**config.mk**
```make
export PLATFORM = sky130hd
export DESIGN_NAME = signal_trig_gen
export DESIGN_NICKNAME = d
export VERILOG_FILES = /design/src/rtl/signal_trig_gen.sv
export SDC_FILE = /design/constraint.sdc
export NUM_CORES = 1
export LEC_CHECK = 0
export BUFFER_PORTS_ARGS = -buffer_cell sky130_fd_sc_hd__buf_4
export CAP_MARGIN = 20
export CORE_MARGIN = 5
export CORE_UTILIZATION = 40
export DETAILED_ROUTE_END_ITERATION = 7
export RECOVER_POWER = 25
export REMOVE_ABC_BUFFERS = 1
export SYNTH_ARGS = -nofsm -noshare
export SYNTH_HDL_FRONTEND = slang
export SYNTH_SLANG_ARGS = --single-unit
export TNS_END_PERCENT = 20
```
**constraint.sdc**
```tcl
create_clock -name clk -period 13 [get_ports clk]
set_input_delay 2.6 -clock clk [delete_from_list [all_inputs] [get_ports clk]]
set_output_delay 2.6 -clock clk [all_outputs]
set_load 0.01 [all_outputs]
```
**src/rtl/signal_trig_gen.sv**
```systemverilog
// Trigger burst generator: optional start delay, then num_pulses pulses of a set width and period.
// States: IDLE wait for start | DELAY pre-pulse wait | HIGH pulse active | LOW inter-pulse gap | DONE completion
module signal_trig_gen #(
  parameter int CNT_W = 32,
  parameter int PW_W  = 16
) (
  input  logic             clk,
  input  logic             rst,
  input  logic             start,
  input  logic             stop,
  input  logic [CNT_W-1:0] delay,
  input  logic [CNT_W-1:0] period,
  input  logic [PW_W-1:0]  width,
  input  logic [PW_W-1:0]  num_pulses,
  output logic             trig_sig_out,
  output logic             busy,
  output logic             done,
  output logic [PW_W-1:0]  pulse_cnt
);

  typedef enum logic [2:0] {IDLE, DELAY, HIGH, LOW, DONE} state_t;

  state_t           state_q;
  logic [CNT_W-1:0] cnt_q;
  logic [CNT_W-1:0] low_q;
  logic [PW_W-1:0]  width_q;
  logic [PW_W-1:0]  num_q;
  logic [PW_W-1:0]  pulse_cnt_q;
  logic             trig_q;
  logic             busy_q;
  logic             done_q;

  logic [PW_W-1:0]  width_d;
  logic [CNT_W-1:0] width_ext_d;
  logic [CNT_W-1:0] low_d;
  logic [CNT_W-1:0] width_q_ext;

  // Low phase length is derived once at start so a short period still leaves one low cycle.
  always_comb begin
    width_d     = (width == '0) ? PW_W'(1) : width;
    width_ext_d = CNT_W'(width_d);
    low_d       = (period > width_ext_d) ? (period - width_ext_d) : CNT_W'(1);
    width_q_ext = CNT_W'(width_q);
  end

  always_ff @(posedge clk) begin
    if (rst) begin
      state_q     <= IDLE;
      cnt_q       <= '0;
      low_q       <= '0;
      width_q     <= '0;
      num_q       <= '0;
      pulse_cnt_q <= '0;
      trig_q      <= 1'b0;
      busy_q      <= 1'b0;
      done_q      <= 1'b0;
    end else if (stop) begin
      state_q <= IDLE;
      cnt_q   <= '0;
      trig_q  <= 1'b0;
      busy_q  <= 1'b0;
      done_q  <= 1'b0;
    end else begin
      // Outputs follow the state one edge later, so nothing is combinational from inputs.
      trig_q <= (state_q == HIGH);
      busy_q <= (state_q != IDLE);
      done_q <= (state_q == DONE);
      case (state_q)
        IDLE: begin
          if (start) begin
            pulse_cnt_q <= '0;
            width_q     <= width_d;
            low_q       <= low_d;
            num_q       <= num_pulses;
            if (delay != '0) begin
              state_q <= DELAY;
              cnt_q   <= delay - CNT_W'(1);
            end else begin
              state_q <= HIGH;
              cnt_q   <= width_ext_d - CNT_W'(1);
            end
          end
        end
        DELAY: begin
          if (cnt_q == '0) begin
            state_q <= HIGH;
            cnt_q   <= width_q_ext - CNT_W'(1);
          end else begin
            cnt_q <= cnt_q - CNT_W'(1);
          end
        end
        HIGH: begin
          if (!trig_q) pulse_cnt_q <= pulse_cnt_q + PW_W'(1);
          if (cnt_q == '0) begin
            state_q <= LOW;
            cnt_q   <= low_q - CNT_W'(1);
          end else begin
            cnt_q <= cnt_q - CNT_W'(1);
          end
        end
        LOW: begin
          if (cnt_q == '0) begin
            if (num_q == '0 || pulse_cnt_q < num_q) begin
              state_q <= HIGH;
              cnt_q   <= width_q_ext - CNT_W'(1);
            end else begin
              state_q <= DONE;
            end
          end else begin
            cnt_q <= cnt_q - CNT_W'(1);
          end
        end
        DONE:    state_q <= IDLE;
        default: state_q <= IDLE;
      endcase
    end
  end

  assign trig_sig_out = trig_q;
  assign busy         = busy_q;
  assign done         = done_q;
  assign pulse_cnt    = pulse_cnt_q;

endmodule
```
## Word level (Yosys, flattened, before mapping)

Cells that the tools add are included.

- Bits in latches: 0
- Register bits: 118
- Memories: 0
- RAM bits: 0
- Input bits: 100
- Output and inout bits: 19
- Bits in read-only memories: 0

- Eq/ne operators: 10
- $lt $le $gt $ge: 2
- Multipliers: 0
- Reductions and logical operators: 14
- Divide/modulo/power cells: 0
- Add/sub/neg operators: 7
- Bitwise gates (word level): 1
- Shifts and indexed selects: 0
- Multiplexer cells: 19

Operator list:

| kind | count |
|---|---|
| 2-to-1 mux 32 bit | 7 |
| one-hot mux 32 bit (4 select lines) | 1 |
| subtractor 32 x 1 -> 32 bit, second input constant | 3 |
| 2-to-1 mux 16 bit | 3 |
| subtractor 16 x 1 -> 17 bit, second input constant | 2 |
| greater-than comparator 32 x 16 -> 1 bit | 1 |
| zero test 16 bit | 2 |
| zero test 32 bit | 1 |
| one-hot mux 16 bit (2 select lines) | 1 |
| nonzero test 32 bit | 1 |
| subtractor 32 x 16 -> 32 bit | 1 |
| adder 16 x 1 -> 16 bit, second input constant | 1 |
| < comparator 16 bit | 1 |
| 2-to-1 mux 3 bit | 5 |
| one-hot mux 3 bit (4 select lines) | 1 |
| != test 2 bit, second input constant | 4 |
| AND reduction 4 bit | 2 |
| equality test 3 x 2 -> 1 bit, second input constant | 2 |
| AND reduction 3 bit | 2 |
| nonzero test 4 bit | 1 |
| equality test 3 x 1 -> 1 bit, second input constant | 1 |
| equality test 3 bit, second input constant | 1 |
| zero test 3 bit | 1 |
| != test 3 bit, second input constant | 1 |
| other kinds (7) | 7 |

## Longest topological paths before layout

Gate-level depths: netlist of the first run.

- Depth after elaboration: 6
- Mapped depth: 15

## Worst setup path before layout of the first run

No wires, ideal clock.

- Path type: input port to flip-flop
- From: input width[10]
- To: register low_q[1]
- Path slack: 6.637 ns
- Buffers on the path: 1
- Arrival time: 6.230 ns
- Cell stages on the path: 15
- Setup time: 0.132 ns
- Data required time: 12.868 ns
- Cell sequence: or3_1 nor4_1 and3_1 a41oi_1 inv_1 ha_1 fa_1 o21ai_0 a2111o_1 a221o_1 a31o_2 a22o_1 nand2b_1 clkbuf_1 o22ai_1

- Longest elaborated chain between the ends: 4
- Elaborated cells on any way between the ends: 5

RTL lines:

| item | RTL line | source |
|---|---|---|
| start, declared | 13 | `input logic [PW_W-1:0] width,` |
| zero test 16 bit * | 40 | `width_d = (width == '0) ? PW_W'(1) : width;` |
| 2-to-1 mux 16 bit * | 40 |  |
| via width_d[0] | 33 | `logic [PW_W-1:0] width_d;` |
| subtractor 32 x 16 -> 32 bit or greater-than comparator 32 x 16 -> 1 bit (tied branches) | 42 | `low_d = (period > width_ext_d) ? (period - width_ext_d) : CNT_W'(1);` |
| 2-to-1 mux 32 bit * | 42 |  |
| end signal, assigned | 73 | `low_q <= low_d;` |
| end, declared | 25 | `logic [CNT_W-1:0] low_q;` |

The timed path passes the listed nets; every way through them passes the cells marked *.
A chain may end at the register's enable or synchronous reset.

## Worst setup path after layout of the first run

- From: input width[10]
- To: register low_q[18]

Same word-level chain as after synthesis.

==> impl_metrics.env, run 1 <==
export IMPL_layout_min_cycle_time_ns=6.57
export IMPL_cts_hold_buffers_added=0
export IMPL_synth_cells=1201
export IMPL_switchingPower_uw=382
export IMPL_timing_max_slew_rel_slack_pct=-21.5
export IMPL_tritoncts_num_sinks=118
export IMPL_synthesis_area_per_instance_um2=7.35
export IMPL_tritoncts_num_buffers=17
export IMPL_gr_usage_met1_pct=28.8
export IMPL_p_clk_share_pct=40.4
export IMPL_timing_critical_path_fanout_max=26
export IMPL_ir_drop_uv=67.4
export IMPL_synthesis_area_mm2=0.00882
export IMPL_detail_route_antenna_nets=0
export IMPL_design_portCount=119
export IMPL_global_routing_met3_resource_utilization_pct=3.18
export IMPL_drt_iter0_drc=454
export IMPL_final_period_utilization_pct=50.5
export IMPL_num_antenna_cells=0
export IMPL_timing_critical_path_required_ns=13.26
export IMPL_synth_seq_area_share_pct=26.8
export IMPL_drive_gt1_share_pct=13.2
export IMPL_critical_path_arrival_ns=6.83
export IMPL_setup_repair_after_global_routing_missed_its_margin="no"
export IMPL_detailed_place_hpwl_um=20900
export IMPL_worstHoldPathType="reg -> reg"
export IMPL_slew_viol_final=100
export IMPL_failed_checks="capacitance limit, slew limit"
export IMPL_grt_overflow_total=0
export IMPL_maximum_clock_frequency_ghz=0.152
export IMPL_design_die_area_mm2=0.0251
export IMPL_viasPerCell=5.57
export IMPL_synth_ff_type="sky130_fd_sc_hd__dfxtp_1"
export IMPL_die_x_um=159
export IMPL_final_setup_skew_ns=0.00743
export IMPL_outcome="finished with violations"
export IMPL_yosys_warnings=0
export IMPL_internal_power_uw=804
export IMPL_worst_slew_pin_slew_ns=1.82
export IMPL_hold_viol=0
export IMPL_mostFrequentLayoutCell="sky130_fd_sc_hd__nand2_1"
export IMPL_firstDrtPassIters=5
export IMPL_endpoint_kind="flip-flop"
export IMPL_first_global_vias=8534
export IMPL_ys_types=67
export IMPL_placementRows=54
export IMPL_worstSetupPathType="in -> reg"
export IMPL_max_cap_violations=3
export IMPL_final_setup_viol_count=0
export IMPL_vias=8794
export IMPL_clkSlewWorstSetupHoldPaths_ns=0.06
export IMPL_global_route_wire_length_before_repair_um=43200
export IMPL_total_power_uw=1190
export IMPL_p_sw_share_pct=32.2
export IMPL_cts_repair_resize_count=0
export IMPL_cts_root_buffer_cell="sky130_fd_sc_hd__clkbuf_16"
export IMPL_non_filler_instances=1579
export IMPL_numPortBuffers=118
export IMPL_most_common_layout_cells="sky130_fd_sc_hd__nand2_1 (160), sky130_fd_sc_hd__dfxtp_1 (118), sky130_fd_sc_hd__buf_4 (118)"
export IMPL_design_core_area_mm2=0.0218
export IMPL_postCtsSetupBuffers=0
export IMPL_tns_ns=0
export IMPL_ys_seq_elements=118
export IMPL_cts_htree_levels=4
export IMPL_synth_edff_count=0
export IMPL_initial_core_utilization_pct=40.6
export IMPL_dp_cells=1547
export IMPL_cts_path_max_buffers=2
export IMPL_power_sequential_fraction_pct=34.3
export IMPL_synthToLayoutAreaGrowth_pct=18.6
export IMPL_antenna_found_initial=0
export IMPL_worstSetupStartpointType="input port"
export IMPL_top_usage_layer="met2"
export IMPL_place_congestion=0.866
export IMPL_grt_max_degree=42
export IMPL_power_dens_cells_mw_per_mm2=113
export IMPL_clkLatencyLatePin_ns=0.42
export IMPL_cts_tree="done"
export IMPL_num_nets_final=1428
export IMPL_track_usage_pct=21.5
export IMPL_grtUsageMet2_pct=35.4
export IMPL_routed_wire_length_per_instance_um=16.9
export IMPL_cellLeakagePower_uw=0.00413
export IMPL_die_height_um=159
export IMPL_power_share_combinational_pct=25.3
export IMPL_residual_drc_count=0
export IMPL_post_synthesis_async_set_or_reset_flop_share_pct=0
export IMPL_postRouteWirelength_um=26700
==> flip-flops by register name, summed over array words and instances, names as in the netlist <==
register / flops
cnt_q: 32
low_q: 32
num_q: 16
pulse_cnt: 16
width_q: 16
state_q: 3
busy: 1
done: 1
trig_sig_out: 1
==> worst max-delay path, stage by stage <==
cell and delay [ns]:
sky130_fd_sc_hd__buf_4 0.13, sky130_fd_sc_hd__or3_1 0.42, sky130_fd_sc_hd__nor4_1 0.20, sky130_fd_sc_hd__buf_4 0.19, sky130_fd_sc_hd__and3_1 0.22, sky130_fd_sc_hd__a41oi_1 0.21
sky130_fd_sc_hd__inv_1 0.10, sky130_fd_sc_hd__ha_1 0.17, sky130_fd_sc_hd__fa_1 0.21, sky130_fd_sc_hd__o21ai_0 0.20, sky130_fd_sc_hd__a2111o_1 0.49, sky130_fd_sc_hd__a221o_1 0.40
sky130_fd_sc_hd__a31o_2 0.27, sky130_fd_sc_hd__a22o_1 0.21, sky130_fd_sc_hd__nand2b_1 0.61, sky130_fd_sc_hd__o21ai_0 0.21
==> cells in the mapped netlist (3+ instances only) <==
library cell                 n  area [µm²]
sky130_fd_sc_hd__a211oi_1   31         233
sky130_fd_sc_hd__a21o_1     10        75.1
sky130_fd_sc_hd__a21oi_1    98         490
sky130_fd_sc_hd__a221oi_1   12         105
sky130_fd_sc_hd__a22o_1      6        52.6
sky130_fd_sc_hd__a22oi_1     6        45.0
sky130_fd_sc_hd__a31oi_1     7        43.8
sky130_fd_sc_hd__and2_1      3        18.8
sky130_fd_sc_hd__and3_1     10        62.6
sky130_fd_sc_hd__clkbuf_1   57         214
sky130_fd_sc_hd__dfxtp_1   118        2360
sky130_fd_sc_hd__ha_1       41         513
sky130_fd_sc_hd__inv_1      46         173
sky130_fd_sc_hd__nand2_1   160         601
sky130_fd_sc_hd__nand2b_1   10        62.6
sky130_fd_sc_hd__nand3_1    20         100
sky130_fd_sc_hd__nand4_1    15        93.8
sky130_fd_sc_hd__nand4b_1    3        26.3
sky130_fd_sc_hd__nor2_1    104         390
sky130_fd_sc_hd__nor2b_1     5        31.3
sky130_fd_sc_hd__nor3_1     40         200
sky130_fd_sc_hd__nor3b_1     4        30.0
sky130_fd_sc_hd__nor4_1     34         213
sky130_fd_sc_hd__nor4b_1     4        35.0
sky130_fd_sc_hd__o211ai_1    6        45.0
sky130_fd_sc_hd__o21a_1      4        30.0
sky130_fd_sc_hd__o21ai_0    88         440
sky130_fd_sc_hd__o221ai_1    4        35.0
sky130_fd_sc_hd__o22ai_1    10        62.6
sky130_fd_sc_hd__o31ai_1     8        60.1
sky130_fd_sc_hd__o41ai_1     4        35.0
sky130_fd_sc_hd__or2_2      11        68.8
sky130_fd_sc_hd__or3_1      29         181
sky130_fd_sc_hd__or4_1      19         143
sky130_fd_sc_hd__or4_4       3        33.8
sky130_fd_sc_hd__xnor2_1    72         631
sky130_fd_sc_hd__xor2_1     60         526
==> metal layers <==
metal	routed length (µm)	share of wire [%]	up-vias
met1	12600	47	4049
li1	-	-	4520
met2	12200	46	188
met4	726	2.7	0
met5	0	0	-
met3	1180	4.4	37
==> through the flow <==
step	utilization (%)	cell area [µm²]	setup slack [ns]	hold WS (ns)
after floorplan	-	8590	6.61	0.439
after global placement	45.5	9890	6.07	0.457
after detailed placement	45.5	9890	5.97	0.461
after CTS	48.2	10500	6.40	0.469
after global routing	48.1	10500	5.97	0.498
final	48.1	10500	6.43	0.469
==> logic make-up (layout without fill, tap and decap cells) <==
kind of cell	Yosys count	count (layout)	share of synthesized area, %
buffers and inverters	106	204	4.59
flip-flops	118	118	26.8
AND/OR/NAND/NOR	486	486	27.3
XOR/XNOR	132	132	13.1
adder cells (fa/ha/maj)	42	42	6.04
AO/OA/AOI/OAI	316	316	22.1
multiplexers	1	1	0.113
==> final timing paths <==
path	from	endpoint	slack, ns	cells after the start
hold / removal	num_q[6]	num_q[6]	0.47	2
hold reg to reg	num_q[6]	num_q[6]	0.47	2
setup reg to reg	cnt_q[8]	cnt_q[25]	8.90	8
setup / recovery	width[10]	low_q[18]	6.43	16
==> final cells by class <==
cell class / instances / area [µm²]
clock inverters: 13 / 146
repair buffers: 126 / 916
clock buffers: 19 / 453
multi-input cells: 977 / 6060
flip-flops and latches: 118 / 2360
well taps: 280 / 350
fillers: 2234 / 11300
inverters: 46 / 173
==> power by group through the flow <==
stage | Sequential, µW | Clock, µW | Combinational, µW
6_report | 406 | 479 | 300
5_1_grt | 410 | 504 | 337
4_1_cts | 406 | 485 | 300
3_5_place_dp | 414 | 0 | 299
3_3_place_gp | 413 | 0 | 298
2_1_floorplan | 407 | 0 | 205
No activity file was read; power rests on OpenSTA's default activity.
==> run 2, diff against run 1 <==
Clock period 13 ns to 5.8 ns, I/O delays scaled along.
==> run 2 against run 1 <==
Effect of this change:
- critical path depth did not move
- combinational power rose by 130%
- clock power increased by 140%
- first-iteration DRC count is 22% higher
- register-to-register slack worse by 7.2 ns
- largest power group unchanged
- sequential power rose by 120%
- critical endpoint is now low_q[2]
- global-route usage rose by 0.43 points
- sequential share of layout area decreased by 0.13 points
- hold slack improved by 0.0029 ns
- via count rose by 0.72%
- core utilization rose by 0.29 points
- the flow still finishes with violations (capacitance limit, slew limit)
- cell count up 0.13%
==> impl_metrics.env, run 2 (synthesis results as in run 1) <==
export IMPL_outcome="finished with violations"
export IMPL_failed_checks="capacitance limit, slew limit"
export IMPL_design_core_area_mm2=0.0218
export IMPL_switchingPower_uw=827
export IMPL_regToRegStartpoint="cnt_q[8]"
export IMPL_final_setup_viol_count=0
export IMPL_die_x_um=159
export IMPL_num_nets_final=1431
export IMPL_global_route_wire_length_before_repair_um=44300
export IMPL_max_cap_violations=2
export IMPL_top_usage_layer="met2"
export IMPL_worst_slew_pin_slew_ns=1.84
export IMPL_clkLatencyLatePin_ns=0.42
export IMPL_design_portCount=119
export IMPL_num_antenna_cells=0
export IMPL_power_share_combinational_pct=24.9
export IMPL_critical_path_arrival_ns=5.27
export IMPL_cts_path_max_buffers=2
export IMPL_cts_repair_resize_count=0
export IMPL_die_height_um=159
export IMPL_hold_viol=0
export IMPL_design_die_area_mm2=0.0251
export IMPL_timing_critical_path_required_ns=6.08
export IMPL_p_sw_share_pct=30.4
export IMPL_routed_wire_length_per_instance_um=17.2
export IMPL_layout_min_cycle_time_ns=4.99
export IMPL_grtUsageMet2_pct=35.3
export IMPL_antenna_found_initial=0
export IMPL_worstSetupStartpoint="width[10]"
export IMPL_power_dens_cells_mw_per_mm2=259
export IMPL_residual_drc_count=0
export IMPL_placementRows=54
export IMPL_track_usage_pct=21.9
export IMPL_p_clk_share_pct=41.6
export IMPL_viasPerCell=5.60
export IMPL_cts_hold_buffers_added=0
export IMPL_drt_iter0_drc=556
export IMPL_internal_power_uw=1890
export IMPL_power_sequential_fraction_pct=33.5
export IMPL_tritoncts_num_sinks=118
export IMPL_most_common_layout_cells="sky130_fd_sc_hd__nand2_1 (160), sky130_fd_sc_hd__buf_4 (125), sky130_fd_sc_hd__dfxtp_1 (118)"
export IMPL_detailed_place_hpwl_um=21000
export IMPL_detail_route_antenna_nets=0
export IMPL_place_congestion=0.885
export IMPL_timing_critical_path_fanout_max=26
export IMPL_postCtsSetupBuffers=0
export IMPL_numPortBuffers=118
export IMPL_tritoncts_num_buffers=17
export IMPL_cellLeakagePower_uw=0.00418
export IMPL_postRouteWirelength_um=27100
export IMPL_non_filler_instances=1581
export IMPL_dp_cells=1550
export IMPL_multiInputGateArea_mm2=0.00606
export IMPL_tns_ns=0
export IMPL_final_setup_skew_ns=0.0160
export IMPL_synthToLayoutAreaGrowth_pct=19.3
export IMPL_initial_core_utilization_pct=40.6
export IMPL_cts_tree="done"
export IMPL_worstSetupPathType="in -> reg"
export IMPL_ir_drop_uv=179
export IMPL_worstSetupStartpointType="input port"
export IMPL_grt_overflow_total=0
export IMPL_cts_root_buffer_cell="sky130_fd_sc_hd__clkbuf_16"
export IMPL_final_seq_area_mm2=0.00236
export IMPL_hold_start="num_q[6]"
export IMPL_first_global_vias=8605
export IMPL_worstHoldPathType="reg -> reg"
export IMPL_filler_cell_count=2218
export IMPL_grt_max_degree=40
export IMPL_reg_largest_list="cnt_q x32, low_q x32"
export IMPL_vias=8857
export IMPL_cts_htree_levels=4
export IMPL_final_period_utilization_pct=86.0
export IMPL_slew_viol_final=64
export IMPL_gr_usage_met1_pct=30.0
export IMPL_endpoint_kind="flip-flop"
export IMPL_clkSlewWorstSetupHoldPaths_ns=0.05
export IMPL_drive_gt1_share_pct=13.5
export IMPL_setup_repair_after_global_routing_missed_its_margin="no"
export IMPL_timing_max_slew_rel_slack_pct=-22.4
export IMPL_firstDrtPassIters=7
export IMPL_maximum_clock_frequency_ghz=0.201
export IMPL_mostFrequentLayoutCell="sky130_fd_sc_hd__nand2_1"
export IMPL_global_routing_met3_resource_utilization_pct=3.45
[run 2: through the flow]
stage	power, µW	util [%]	hold WS (ns)	worst slack [ns]	area [µm²]
2_1_floorplan	1370	-	0.439	0.851	8590
3_3_place_gp	1600	45.6	0.457	0.452	9920
3_5_place_dp	1600	45.6	0.466	0.386	9920
4_1_cts	2740	48.5	0.473	0.801	10500
5_1_grt	2870	48.4	0.500	0.531	10500
6_report	2720	48.4	0.472	0.814	10500
[run 2: final timing paths]
kind	endpoint	slack (ns)	depth (start not counted)
worst max-delay path	low_q[2]	0.81	16
worst min-delay path	num_q[6]	0.47	2
worst max register to register	cnt_q[25]	1.75	8
worst min register to register	num_q[6]	0.47	2
[run 2: power by group through the flow]
| stage | combinational (µW) | clock, µW | sequential [µW] |
|---|---|---|---|
| 3_3_place_gp | 671 | 0 | 926 |
| 5_1_grt | 759 | 1190 | 919 |
| 4_1_cts | 678 | 1150 | 911 |
| 2_1_floorplan | 459 | 0 | 912 |
| 6_report | 678 | 1130 | 912 |
| 3_5_place_dp | 673 | 0 | 928 |
[run 2: layout make-up]
class                           count  area share (%)
Multi-Input combinational cell    977            57.6
Sequential cell                   118            22.4
Timing Repair Buffer              129            9.06
Clock buffer                       23            4.54
Tap cell                          280            3.33
Inverter                           46            1.64
Clock inverter                      8            1.39
[run 2: worst max-delay path: stages]
cell                       delay (ns)
sky130_fd_sc_hd__buf_4           0.13
sky130_fd_sc_hd__or3_1           0.42
sky130_fd_sc_hd__nor4_1          0.44
sky130_fd_sc_hd__and3_1          0.33
sky130_fd_sc_hd__a41oi_1         0.24
sky130_fd_sc_hd__inv_1           0.11
sky130_fd_sc_hd__ha_1            0.17
sky130_fd_sc_hd__fa_1            0.20
sky130_fd_sc_hd__o21ai_0         0.20
sky130_fd_sc_hd__a2111o_1        0.49
sky130_fd_sc_hd__a221o_1         0.40
sky130_fd_sc_hd__a31o_2          0.27
sky130_fd_sc_hd__a22o_1          0.22
sky130_fd_sc_hd__nand2b_1        0.08
sky130_fd_sc_hd__buf_4           0.26
sky130_fd_sc_hd__o21ai_0         0.14
[run 2: layer usage]
| metal | vias up | wire, µm |
|---|---|---|
| met5 | - | 0 |
| met4 | 0 | 725 |
| met3 | 34 | 1430 |
| met2 | 255 | 12400 |
| met1 | 4046 | 12600 |
| li1 | 4522 | - |
